### config.mk
export PLATFORM = sky130hd
export DESIGN_NAME = bottomhalf_bus_master_flat
export DESIGN_NICKNAME = d
export VERILOG_FILES = /design/src/rtl/bottomhalf_bus_pkg.sv /design/src/rtl/bottomhalf_bus_master_if.sv /design/src/rtl/bus_phase_timer.sv /design/src/rtl/bottomhalf_bus_master.sv /design/src/flat_wrapper.sv
export SDC_FILE = /design/constraint.sdc
export NUM_CORES = 1
export LEC_CHECK = 0
export ABC_CLOCK_PERIOD_IN_PS = 3300
export CAP_MARGIN = 40
export CORE_UTILIZATION = 40
export CTS_CLUSTER_SIZE = 28
export DETAILED_ROUTE_END_ITERATION = 12
export HOLD_SLACK_MARGIN = 0.05
export PLACE_DENSITY = 0.69
export SLEW_MARGIN = 10
export SYNTH_ARGS = -nofsm -noshare
export SYNTH_HDL_FRONTEND = slang
export SYNTH_SLANG_ARGS = --single-unit
### constraint.sdc
create_clock -name osc -period 3.3 [get_ports osc]
set_input_delay 0.495 -clock osc [delete_from_list [all_inputs] [get_ports osc]]
set_output_delay 0.495 -clock osc [all_outputs]
set_load 0.02 [all_outputs]
### src/rtl/bottomhalf_bus_pkg.sv
// Shared types and constants for the bottom-half host bus initiator.
// Latency: none (package only).
// Backpressure: n/a.
//
// Contents: FSM state enum, bus drive bundle, ID register addresses,
// idle strobe levels and the OK-bit helper used by bus responders.
package bottomhalf_bus_pkg;

  localparam int BUS_W       = 8;
  localparam int PHASE_CNT_W = 8;
  localparam int ADDR_OK_BIT = 4;

  // Read-only identification registers of a bottom-half responder.
  localparam logic [BUS_W-1:0] ID_MAJOR_LO_ADDR = 8'hFD;
  localparam logic [BUS_W-1:0] ID_MAJOR_HI_ADDR = 8'hFE;
  localparam logic [BUS_W-1:0] ID_MINOR_ADDR    = 8'hFF;

  // Strobe levels while no access is in progress.
  localparam logic ALE_IDLE   = 1'b0;
  localparam logic WRITE_IDLE = 1'b1;
  localparam logic READ_IDLE  = 1'b1;

  typedef enum logic [2:0] {
    IDLE     = 3'd0,
    ALE_HI   = 3'd1,
    ALE_HOLD = 3'd2,
    WR_LO    = 3'd3,
    WR_HOLD  = 3'd4,
    RD_LO    = 3'd5,
    RD_TURN  = 3'd6
  } bus_state_e;

  // Everything the master drives onto the pins, registered as one bundle.
  typedef struct packed {
    logic             ale;
    logic             write_n;
    logic             read_n;
    logic             oe;
    logic [BUS_W-1:0] dat;
  } bus_drive_t;

  localparam bus_drive_t DRV_IDLE = '{
    ale:     ALE_IDLE,
    write_n: WRITE_IDLE,
    read_n:  READ_IDLE,
    oe:      1'b0,
    dat:     '0
  };

  // A responder only answers addresses with the OK bit set.
  function automatic logic addr_is_ok(input logic [BUS_W-1:0] addr);
    return addr[ADDR_OK_BIT];
  endfunction

endpackage

### src/rtl/bottomhalf_bus_master_if.sv
// Request/response and pin bundle of the bottom-half bus initiator.
// Latency: none (wiring only).
// Backpressure: req_valid/req_ready handshake; responses are never stalled.
//
// master: the initiator (drives strobes, req_ready, responses).
// slave:  the request source plus the pin-level responder side.
interface bottomhalf_bus_master_if;
  import bottomhalf_bus_pkg::*;

  logic             req_valid;
  logic             req_ready;
  logic             req_write;
  logic [BUS_W-1:0] req_addr;
  logic [BUS_W-1:0] req_wdata;
  logic             rsp_valid;
  logic [BUS_W-1:0] rsp_rdata;
  logic [BUS_W-1:0] bus_data_out;
  logic             bus_data_oe;
  logic [BUS_W-1:0] bus_data_in;
  logic             bus_ale;
  logic             bus_write;
  logic             bus_read;
  logic             busy;

  modport master (
    input  req_valid, req_write, req_addr, req_wdata, bus_data_in,
    output req_ready, rsp_valid, rsp_rdata,
    output bus_data_out, bus_data_oe, bus_ale, bus_write, bus_read, busy
  );

  modport slave (
    output req_valid, req_write, req_addr, req_wdata, bus_data_in,
    input  req_ready, rsp_valid, rsp_rdata,
    input  bus_data_out, bus_data_oe, bus_ale, bus_write, bus_read, busy
  );

endinterface

### src/rtl/bus_phase_timer.sv
// Phase length down-counter: start loads N-1, done is high in the Nth cycle.
// Latency: done asserts load_val cycles after the start edge.
// Backpressure: none; a new start always reloads, even mid-count.
//
// Ports: osc/rst clock and async active-high reset; start + load_val load
// the counter; done is high only in the final cycle of a running phase.
module bus_phase_timer
  import bottomhalf_bus_pkg::*;
(
  input  logic                   osc,
  input  logic                   rst,
  input  logic                   start,
  input  logic [PHASE_CNT_W-1:0] load_val,
  output logic                   done
);

  logic [PHASE_CNT_W-1:0] cnt_q, cnt_d;
  logic                   run_q, run_d;

  always_comb begin
    cnt_d = cnt_q;
    run_d = run_q;
    if (start) begin
      cnt_d = load_val;
      run_d = 1'b1;
    end else if (run_q) begin
      if (cnt_q == '0) begin
        run_d = 1'b0;
      end else begin
        cnt_d = cnt_q - 1'b1;
      end
    end
  end

  always_ff @(posedge osc or posedge rst) begin
    if (rst) begin
      cnt_q <= '0;
      run_q <= 1'b0;
    end else begin
      cnt_q <= cnt_d;
      run_q <= run_d;
    end
  end

  // Gated by run_q so an idle counter sitting at zero never reads as done.
  assign done = run_q && (cnt_q == '0);

endmodule

### src/rtl/bottomhalf_bus_master.sv
// Bottom-half bus initiator: one request -> ALE / WRITE / READ pin waveform.
// Latency: write 7, read 8 cycles to IDLE (4 / 5 when the ALE phase is skipped).
// Backpressure: req_ready only in IDLE; the response pulse cannot be stalled.
//
// Ports: osc clock, rst async active-high reset, bus (master modport) with
// request/response handshake, pin-level strobes/data and busy.
module bottomhalf_bus_master
  import bottomhalf_bus_pkg::*;
#(
  parameter int ALE_CYCLES     = 2,
  parameter int HOLD_CYCLES    = 1,
  parameter int STROBE_CYCLES  = 3,
  parameter int TURN_CYCLES    = 2,
  parameter int SKIP_SAME_ADDR = 1
) (
  input  logic                    osc,
  input  logic                    rst,
  bottomhalf_bus_master_if.master bus
);

  // Every phase length must fit the counter and be at least one cycle.
  if (ALE_CYCLES < 1 || ALE_CYCLES > 256 || HOLD_CYCLES < 1 || HOLD_CYCLES > 256 ||
      STROBE_CYCLES < 1 || STROBE_CYCLES > 256 || TURN_CYCLES < 1 || TURN_CYCLES > 256)
  begin : g_bad_phase_len
    $error("bottomhalf_bus_master: phase lengths must be in 1..256");
  end

  bus_state_e             state_q, state_d;
  logic [BUS_W-1:0]       addr_q, addr_d;
  logic [BUS_W-1:0]       wdata_q, wdata_d;
  logic                   write_q, write_d;
  logic [BUS_W-1:0]       cache_addr_q, cache_addr_d;
  logic                   cache_vld_q, cache_vld_d;
  bus_drive_t             drv_q, drv_d;
  logic                   rsp_valid_q, rsp_valid_d;
  logic [BUS_W-1:0]       rsp_rdata_q, rsp_rdata_d;
  logic                   cache_hit;
  logic                   timer_start;
  logic                   timer_done;
  logic [PHASE_CNT_W-1:0] timer_load;

  function automatic logic [PHASE_CNT_W-1:0] phase_load(input bus_state_e s);
    logic [PHASE_CNT_W-1:0] v;
    v = '0;
    case (s)
      ALE_HI:           v = PHASE_CNT_W'(ALE_CYCLES - 1);
      ALE_HOLD,
      WR_HOLD:          v = PHASE_CNT_W'(HOLD_CYCLES - 1);
      WR_LO,
      RD_LO:            v = PHASE_CNT_W'(STROBE_CYCLES - 1);
      RD_TURN:          v = PHASE_CNT_W'(TURN_CYCLES - 1);
      default:          v = '0;
    endcase
    return v;
  endfunction

  bus_phase_timer u_timer (
    .osc      (osc),
    .rst      (rst),
    .start    (timer_start),
    .load_val (timer_load),
    .done     (timer_done)
  );

  // Next state, request capture, cache and response.
  always_comb begin
    state_d      = state_q;
    addr_d       = addr_q;
    wdata_d      = wdata_q;
    write_d      = write_q;
    cache_addr_d = cache_addr_q;
    cache_vld_d  = cache_vld_q;
    rsp_valid_d  = 1'b0;
    rsp_rdata_d  = rsp_rdata_q;
    cache_hit    = (SKIP_SAME_ADDR != 0) && cache_vld_q && (bus.req_addr == cache_addr_q);

    case (state_q)
      IDLE: begin
        if (bus.req_valid) begin
          addr_d  = bus.req_addr;
          wdata_d = bus.req_wdata;
          write_d = bus.req_write;
          if (cache_hit) begin
            state_d = bus.req_write ? WR_LO : RD_LO;
          end else begin
            state_d = ALE_HI;
          end
        end
      end
      ALE_HI: begin
        if (timer_done) state_d = ALE_HOLD;
      end
      ALE_HOLD: begin
        // The responder has latched on the ALE falling edge by now.
        cache_addr_d = addr_q;
        cache_vld_d  = 1'b1;
        if (timer_done) state_d = write_q ? WR_LO : RD_LO;
      end
      WR_LO: begin
        if (timer_done) state_d = WR_HOLD;
      end
      WR_HOLD: begin
        if (timer_done) state_d = IDLE;
      end
      RD_LO: begin
        // Sample on the last READ-low edge, while the responder still drives.
        if (timer_done) begin
          state_d     = RD_TURN;
          rsp_rdata_d = bus.bus_data_in;
          rsp_valid_d = 1'b1;
        end
      end
      RD_TURN: begin
        if (timer_done) state_d = IDLE;
      end
      default: state_d = IDLE;
    endcase

    // Every state change into a timed phase reloads the counter.
    timer_start = (state_d != state_q) && (state_d != IDLE);
    timer_load  = phase_load(state_d);
  end

  // Pin drive is decoded from the next state so it registers in step with state_q.
  always_comb begin
    drv_d = DRV_IDLE;
    case (state_d)
      ALE_HI: begin
        drv_d.ale = 1'b1;
        drv_d.oe  = 1'b1;
        drv_d.dat = addr_d;
      end
      ALE_HOLD: begin
        drv_d.oe  = 1'b1;
        drv_d.dat = addr_d;
      end
      WR_LO: begin
        drv_d.write_n = 1'b0;
        drv_d.oe      = 1'b1;
        drv_d.dat     = wdata_d;
      end
      WR_HOLD: begin
        drv_d.oe  = 1'b1;
        drv_d.dat = wdata_d;
      end
      RD_LO: begin
        drv_d.read_n = 1'b0;
      end
      default: drv_d = DRV_IDLE;
    endcase
  end

  always_ff @(posedge osc or posedge rst) begin
    if (rst) begin
      state_q      <= IDLE;
      addr_q       <= '0;
      wdata_q      <= '0;
      write_q      <= 1'b0;
      cache_addr_q <= '0;
      cache_vld_q  <= 1'b0;
      drv_q        <= DRV_IDLE;
      rsp_valid_q  <= 1'b0;
      rsp_rdata_q  <= '0;
    end else begin
      state_q      <= state_d;
      addr_q       <= addr_d;
      wdata_q      <= wdata_d;
      write_q      <= write_d;
      cache_addr_q <= cache_addr_d;
      cache_vld_q  <= cache_vld_d;
      drv_q        <= drv_d;
      rsp_valid_q  <= rsp_valid_d;
      rsp_rdata_q  <= rsp_rdata_d;
    end
  end

  assign bus.req_ready    = (state_q == IDLE);
  assign bus.busy         = (state_q != IDLE);
  assign bus.rsp_valid    = rsp_valid_q;
  assign bus.rsp_rdata    = rsp_rdata_q;
  assign bus.bus_ale      = drv_q.ale;
  assign bus.bus_write    = drv_q.write_n;
  assign bus.bus_read     = drv_q.read_n;
  assign bus.bus_data_oe  = drv_q.oe;
  assign bus.bus_data_out = drv_q.dat;

endmodule

### src/flat_wrapper.sv
// flat-port wrapper written by rule: the top's interface ports become plain ports
module bottomhalf_bus_master_flat import bottomhalf_bus_pkg::*;
#(
  parameter int ALE_CYCLES     = 2,
  parameter int HOLD_CYCLES    = 1,
  parameter int STROBE_CYCLES  = 3,
  parameter int TURN_CYCLES    = 2,
  parameter int SKIP_SAME_ADDR = 1
)
  (osc, rst, bus_req_valid, bus_req_write, bus_req_addr, bus_req_wdata, bus_bus_data_in, bus_req_ready, bus_rsp_valid, bus_rsp_rdata, bus_bus_data_out, bus_bus_data_oe, bus_bus_ale, bus_bus_write, bus_bus_read, bus_busy);
  bottomhalf_bus_master_if bus_i ();
  input  logic osc;
  input  logic rst;
  input wire logic [$bits(bus_i.req_valid)-1:0] bus_req_valid;
  input wire logic [$bits(bus_i.req_write)-1:0] bus_req_write;
  input wire logic [$bits(bus_i.req_addr)-1:0] bus_req_addr;
  input wire logic [$bits(bus_i.req_wdata)-1:0] bus_req_wdata;
  input wire logic [$bits(bus_i.bus_data_in)-1:0] bus_bus_data_in;
  output wire logic [$bits(bus_i.req_ready)-1:0] bus_req_ready;
  output wire logic [$bits(bus_i.rsp_valid)-1:0] bus_rsp_valid;
  output wire logic [$bits(bus_i.rsp_rdata)-1:0] bus_rsp_rdata;
  output wire logic [$bits(bus_i.bus_data_out)-1:0] bus_bus_data_out;
  output wire logic [$bits(bus_i.bus_data_oe)-1:0] bus_bus_data_oe;
  output wire logic [$bits(bus_i.bus_ale)-1:0] bus_bus_ale;
  output wire logic [$bits(bus_i.bus_write)-1:0] bus_bus_write;
  output wire logic [$bits(bus_i.bus_read)-1:0] bus_bus_read;
  output wire logic [$bits(bus_i.busy)-1:0] bus_busy;
  assign bus_i.req_valid = bus_req_valid;
  assign bus_i.req_write = bus_req_write;
  assign bus_i.req_addr = bus_req_addr;
  assign bus_i.req_wdata = bus_req_wdata;
  assign bus_i.bus_data_in = bus_bus_data_in;
  assign bus_req_ready = bus_i.req_ready;
  assign bus_rsp_valid = bus_i.rsp_valid;
  assign bus_rsp_rdata = bus_i.rsp_rdata;
  assign bus_bus_data_out = bus_i.bus_data_out;
  assign bus_bus_data_oe = bus_i.bus_data_oe;
  assign bus_bus_ale = bus_i.bus_ale;
  assign bus_bus_write = bus_i.bus_write;
  assign bus_bus_read = bus_i.bus_read;
  assign bus_busy = bus_i.busy;
  bottomhalf_bus_master #(.ALE_CYCLES(ALE_CYCLES), .HOLD_CYCLES(HOLD_CYCLES), .STROBE_CYCLES(STROBE_CYCLES), .TURN_CYCLES(TURN_CYCLES), .SKIP_SAME_ADDR(SKIP_SAME_ADDR)) u_core (.osc(osc), .rst(rst), .bus(bus_i));
endmodule
* Word-level counts from Yosys, hierarchy flattened *
Cells that the tools add are included.
W data, S select, Z words.

storage, ports and cells
  register bits = 59
  input bits = 28
  output and inout bits = 23
  logic and storage cells = 74

cells by class
  $add $sub $neg = 1
  equality and inequality tests = 15
  mux-type cells = 27
  reductions and logical operators = 16

operators with widths
  operator               count
  $mux W8                7
  $mux W3                9
  $eq A3 B3 Y1 const B   6
  $pmux W3 S6            1
  $pmux W9 S2            1
  $eq A3 B2 Y1 const B   4
  $reduce_or A2 Y1       5
  $eq A8 B8 Y1           1
  $logic_not A8 Y1       1
  $mux W1                8
  $sub A8 B1 Y8 const B  1
  $eq A3 B1 Y1 const B   2
  $reduce_and A2 Y1      3
  $reduce_bool A3 Y1     2
  $pmux W2 S2            1
  $logic_and A1 B1 Y1    3
  $logic_not A3 Y1       1
  $ne A3 B3 Y1           1
  $ne A2 B1 Y1 const B   1
  $reduce_bool A2 Y1     1

* Logic depth before layout (Yosys ltp) *
  word-level depth = 9
  gate-level depth with buffers = 9
  gate-level depth less buffers = 9

* Cells and area by module *
From an unflattened synthesis, not the netlist that was laid out.

unflattened totals
  cell total of the unflattened synthesis = 263
  area, all modules = 2813.9 µm²

by module, submodules not included
  module                 instances  cells an instance  area each (µm²)  seq. area each (µm²)
  bottomhalf_bus_master  1          198                2230.9           1253.7
  bus_phase_timer        1          65                 583.1            225.2

* Worst setup path after synthesis *
OpenSTA, ideal clock, no wires.

  path type = register -> register
  start = register u_core.u_timer.cnt_q[0]
  end = register u_core.u_timer.run_q
  library setup time = 0.136 ns
  arrival = 2.172 ns
  required time = 3.164 ns
  path slack = 0.992 ns
  cell stages (with the launch flop) = 10
  path buffers = 0
  clock period less this slack = 2.308 ns
  cells stage by stage = dfrtp_1 inv_1 ha_1 or4bb_1 nor2_4 a221oi_2 nor3_4 inv_2 o32a_4 nand2b_1

on the way
  cells in the longest elaborated chain, start to end = 7
  elaborated cells on any way between the ends = 14

ends and longest elaborated chain
  item                                                       RTL line                      source
  start: declaration                                         bus_phase_timer.sv:17         logic [PHASE_CNT_W-1:0] cnt_q, cnt_d;
  start signal: assignment                                   bus_phase_timer.sv:40         cnt_q <= cnt_d;
  $logic_not A8 Y1 (*)                                       bus_phase_timer.sv:46         assign done = run_q && (cnt_q == '0);
  $logic_and A1 B1 Y1 (*)                                    bus_phase_timer.sv:46
  $mux W3 (on tied branches)                                 n/a
  $pmux W3 S6 (*)                                            bottomhalf_bus_master.sv:77   case (state_q)
  via u_core.state_d[1]                                      bottomhalf_bus_master.sv:28   bus_state_e state_q, state_d;
  $ne A3 B3 Y1 / $reduce_bool A3 Y1 (equally long branches)  bottomhalf_bus_master.sv:120  timer_start = (state_d != state_q) && (state_d != IDLE);
  $logic_and A1 B1 Y1 (*)                                    bottomhalf_bus_master.sv:120
  $mux W1 (*)                                                bus_phase_timer.sv:23         if (start) begin
  via u_core.u_timer.run_d                                   bus_phase_timer.sv:18         logic run_q, run_d;
  end signal: assignment                                     bus_phase_timer.sv:41         run_q <= run_d;
  end: declaration                                           bus_phase_timer.sv:18

The timed path passes the listed nets; every way through them passes the cells marked *.
A chain may end at the register's enable or synchronous reset.

==> impl_metrics.toml <==
[sta]
worst_slew_pin_slew_ns = 0.793
finalSetupTns_ns = 0
finalHoldViolations = 0
clock_skew_ns = 0.00615
fmax_mhz = 375
post-route-period-util_pct = 80.7
slew_headroom_pct = 47.2
rsz0062_at_grt = "no"
period_minus_slack_ns = 2.66
setup_viol = 0
slew_violations = 0

[final_layout]
design_area_um2 = 3570
nets = 319
antenna_cells = 0
fillerInstances = 612
multiInputGateArea_um2 = 1180
drive_gt1_share_pct = 19.5
regArea_um2 = 1480
area_growth_pct = 28.3

[power]
max-vdd-ir-drop_mv = 0.421
p_leak_nw = 1.50
powerDensity_nw_per_um2 = 1030

[routing]
drt-total-wl_um = 5580
drt-initial-drc-count = 85
ant_nets = 0
vias = 1959
drc_errors = 0
viasPerCell = 5.27
wire_per_inst_um = 15.0
first_pass_iters = 6

[floorplan]
die_area_um2 = 7300
die_h_um = 85.4
die_x_um = 85.4
pin_count = 51
start_util_pct = 41.2
coreArea_um2 = 6760
num_rows = 30

[worst_setup_path]
required_ns = 3.49
crit_fanout = 8
worstSetupPathType = "reg2reg"
cp_num_buf_inv = 1
start_kind = "flip-flop"
worstPathArrival_ns = 2.85
critPathLaunch = "u_core.u_timer.cnt_q[0]"
cp_cell_sequence = "inv_1 > ha_1 > or4bb_1 > nor2_4 > a221oi_2 > nor4_2 > o21bai_2 > o22ai_1"
cp-end-kind = "flip-flop"
timing.rr.start = "u_core.u_timer.cnt_q[0]"
crit_path_max_incr_delay_ns = 0.69
path_delay_family = "compound AO/OA/AOI/OAI gates"
critPathSlowestCell = "a221oi_2"

[cts]
post_cts_buffers = 0
clkSlewWorstSetupHoldPaths_ns = 0.06
cts_buffers = 9
root_buffer = "clkbuf_8"
clock-sinks = 59
postCtsHoldBufs = 0
htreeDepth = 3
cts_buffer_depth = 2
cts_resized = 0
clock_latency_ns = 0.33
cts_tree = "yes"

[synth]
yosysWarnings = 0
synth.distinct_cells = 54
synth_edf_count = 0
ys_ff_latch = 59
synth_cells = 230
ys_seq_area_share_pct = 53.1
synth_ff_type = "dfrtp_1"
synth_area_per_cell_um2 = 12.1
syn_nets = 260
syn_area_um2 = 2780
async_flop_share_pct = 100

[placed_design]
dp_hpwl_um = 4050
io_buffers = 50
place_congestion = 0.827
dpl_cell_area_um2 = 3390

[global_route]
grt_pass1_vias = 2004
grt_usage_pct = 17.0
grt_max_degree = 35
antenna_found_initial = 0
grt_pass1_wl_um = 9390
grt_overflow = 0

[flow_run]
cap_violations = 0

[worst_hold_path]
hp-class = "reg2reg"
worstHoldStart = "u_core.wdata_q[7]"

[status]
status = "complete, no violations"
==> flip-flops by register name, indices dropped and copies added (netlist names) <==
signal                   count
u_core.bus.rsp_rdata         8
u_core.bus.bus_ale           1
u_core.state_q               3
u_core.bus.bus_data_out      8
u_core.u_timer.cnt_q         8
u_core.cache_addr_q          8
u_core.bus.bus_read          1
u_core.write_q               1
u_core.bus.bus_write         1
u_core.addr_q                8
u_core.bus.bus_data_oe       1
u_core.bus.rsp_valid         1
u_core.u_timer.run_q         1
u_core.cache_vld_q           1
u_core.wdata_q               8
==> cell families after synthesis <==
group | Yosys count | synth area share, %
DFF | 59 | 53.1
adders and majority gates | 2 | 0.899
AOI/OAI and AO/OA | 32 | 10.7
buffers and inverters | 33 | 4.85
and+or+nand+nor | 56 | 13.0
xor gates and xnor gates | 15 | 4.72
muxes | 33 | 12.6
==> path summary, 6_finish.rpt <==
path                            depth (start not counted)                         end  slack (ns)
worst max-delay path                                    8  u_core.bus.bus_data_out[3]        0.64
worst min-delay path                                    2           u_core.wdata_q[7]        0.48
worst max register to register                          8  u_core.bus.bus_data_out[3]        0.64
worst min register to register                          2           u_core.wdata_q[7]        0.48
max in group asynchronous                               3        u_core.bus.bus_write        1.96
min in group asynchronous                               2     u_core.bus.rsp_rdata[5]        0.60
==> layer usage <==
layer,wire length (um),global-route usage (%)
met3,182,4.47
met4,93,7.27
met2,2740,28.5
met1,2560,20.9
met5,0,0
==> report_power, final <==
group / internal (W) / switching (W)
sequential: 0.00107 / 0.000222
clock: 0.000358 / 0.000266
combinational: 0.000820 / 0.000942
total: 0.00225 / 0.00143
==> metrics by stage <==
stage / utilization [%] / worst slack (ns) / hold WS, ns / power, W / std cells
after global routing: 52.9 / 0.471 / 0.499 / 0.00393 / 372
after floorplan: - / 0.992 / 0.446 / 0.00254 / 230
after global placement: 50.2 / 0.576 / 0.462 / 0.00303 / 358
after detailed placement: 50.2 / 0.452 / 0.467 / 0.00308 / 358
after CTS: 52.9 / 0.617 / 0.482 / 0.00371 / 372
final: 52.9 / 0.636 / 0.475 / 0.00368 / 372
==> worst min-delay path: stages, from the launching register on <==
cell	delay (ns)
dfrtp_1	0.32
mux2i_1	0.07
inv_1	0.05
==> cells in the mapped netlist (3+ instances only) <==
master | instances | share of area, %
o22ai_1 | 9 | 2.0
nand2_1 | 9 | 1.2
mux2_2 | 17 | 6.9
buf_2 | 3 | 0.54
o21ai_0 | 3 | 0.54
o31a_1 | 3 | 0.94
dfrtp_1 | 57 | 51
mux2i_1 | 16 | 5.8
inv_1 | 23 | 3.1
xnor2_1 | 14 | 4.4
nor4_1 | 6 | 1.3
nand4_1 | 5 | 1.1
nor2_1 | 10 | 1.3
nor4_2 | 4 | 1.8
==> cells in the final DEF, fill, tap and decap left out, types with 3 or more instances in the layout <==
cell             count
nand2_1              9
nor2_1              10
buf_4                5
o31a_1               3
o21ai_0              3
o22ai_1              9
xnor2_1             14
mux2i_1             16
nor4_1               6
clkdlybuf4s50_1     50
mux2_2              17
clkbuf_8            10
nand4_1              5
nor4_2               4
inv_1               22
dfrtp_1             57
==> layout make-up <==
cell class              instances  share of cell area (%)
repair buffers                 55                    15.1
clock buffers                  11                    3.96
well taps                      80                    2.80
flip-flops and latches         59                    41.4
clock inverters                 3                    1.12
inverters                      26                    2.73
multi-input cells             138                    32.9
Power figures use the tool's default switching activity.
==> patch, RTL diff (same settings) <==
Re-encode `bus_state_e` (7 states) as Gray code, 3 bits wide.
--- a/src/rtl/bottomhalf_bus_pkg.sv
+++ b/src/rtl/bottomhalf_bus_pkg.sv
@@ -22,11 +22,11 @@
 
   typedef enum logic [2:0] {
-    IDLE     = 3'd0,
-    ALE_HI   = 3'd1,
-    ALE_HOLD = 3'd2,
-    WR_LO    = 3'd3,
-    WR_HOLD  = 3'd4,
-    RD_LO    = 3'd5,
-    RD_TURN  = 3'd6
+    IDLE     = 3'b000,
+    ALE_HI   = 3'b001,
+    ALE_HOLD = 3'b011,
+    WR_LO    = 3'b010,
+    WR_HOLD  = 3'b110,
+    RD_LO    = 3'b111,
+    RD_TURN  = 3'b101
   } bus_state_e;
 
Formal check against the unedited RTL: same outputs for any inputs over 10 cycles, from zero or initial values and one cycle with rst high; not proved beyond that.
==> patch against the unedited design <==
  * Count of clock-buffer cells in the layout shrank 2
  * Via count rose by 2.2%
  * Sequential cell count unchanged
  * Routed wire length about the same
  * Synthesized area fell by 5.3%
  * Final area down 3.4%
  * Worst setup slack improved by 0.012 ns
  * Critical path type unchanged
Power is not compared: it rests on default switching activity, and its combinational part moved more than twofold at a synthesized area within 25%.
==> patch: results (changes against the unedited design) <==
{| class="wikitable"
! Metric !! Value
|-
| Average cell area after synthesis || 10.3 um^2 (-15%)
|-
| Worst slew pin tran || 0.677 ns (-0.116 ns)
|-
| WL met2 || 2760 um (+0.47%)
|-
| Sequential area share after synthesis || 0.561 (+0.0298)
|-
| M3 GR Usage || 0.0616 (+0.0169)
|-
| Total placed cells including tap cells || 377 (+5.3%)
|-
| Global router's overall resource usage || 0.182 (+0.0113)
|-
| Multi-input combinational cell area || 1060 um^2 (-9.6%)
|-
| Final estimated routing congestion in global placement || 0.842 (+1.8%)
|-
| Fraction of the mapped netlist area in compound gates || 0.108 (+0.000795)
|-
| Multi-Input Combinational || 178 (+29%)
|-
| DRT Wirelength || 5590 um (about the same)
|-
| Multiplexer area fraction after synthesis || 0.0342 (-0.0921)
|-
| Run status || complete, no violations
|-
| Smallest setup slack after layout || 0.648 ns (+0.0123 ns)
|-
| Met1 global-route usage || 0.220 (+0.0112)
|-
| Xor and xnor fraction of the mapped netlist area || 0.0498 (+0.00264)
|-
| Number of ordinary inverters in the final layout || 9 (-65%)
|-
| Critical-path maximum fanout || 13 (+5)
|-
| Via density per instance || 5.09 (-3.3%)
|-
| Wire length of the first global-routing pass || 9710 um (+3.4%)
|-
| Proportion of layout cells with a drive suffix above 1 || 0.142 (-0.0528)
|-
| Source of the worst hold timing path || u_core.bus.rsp_rdata[7]
|-
| Cell types occupying the most area after synthesis || sky130_fd_sc_hd__dfrtp_1 (54%), sky130_fd_sc_hd__nand2_1 (12%), sky130_fd_sc_hd__xnor2_1 (3.7%)
|-
| Number of library cell types mapped by synthesis || 47 (-13%)
|-
| Top cells by instance count after synthesis || sky130_fd_sc_hd__nand2_1 (81), sky130_fd_sc_hd__dfrtp_1 (57), sky130_fd_sc_hd__nor2_1 (13)
|-
| Data arrival time of the critical path || 2.93 ns (+0.08 ns)
|-
| Pin count of the biggest net entering global routing || 29 (-17%)
|-
| First-iteration detailed-routing DRC count || 96 (+13%)
|-
| Worst-case setup slack after placement || 0.699 ns (+0.247 ns)
|}
patch: changes by cell type after synthesis, sizes merged, moves of 4 or more:
cell    delta
nor4       -6
clkbuf     +4
nand4      -4
a32o       +8
o22ai      -8
inv       -16
mux2i     -16
mux2       -9
nand2     +72
patch: critical path: stages (launching register included):
cell	delay (ns)
sky130_fd_sc_hd__dfrtp_1	0.44
sky130_fd_sc_hd__inv_1	0.14
sky130_fd_sc_hd__ha_1	0.20
sky130_fd_sc_hd__or4bb_1	0.49
sky130_fd_sc_hd__a211oi_1	0.32
sky130_fd_sc_hd__a211oi_2	0.08
sky130_fd_sc_hd__a21oi_2	0.51
sky130_fd_sc_hd__inv_2	0.11
sky130_fd_sc_hd__o22ai_1	0.14
sky130_fd_sc_hd__o32a_1	0.15
patch: cell families after synthesis:
group / after synthesis
compound gates: 32
xor+xnor: 15
fa+ha+maj: 2
buf+inv: 20
flops: 59
mux: 8
simple gates: 121
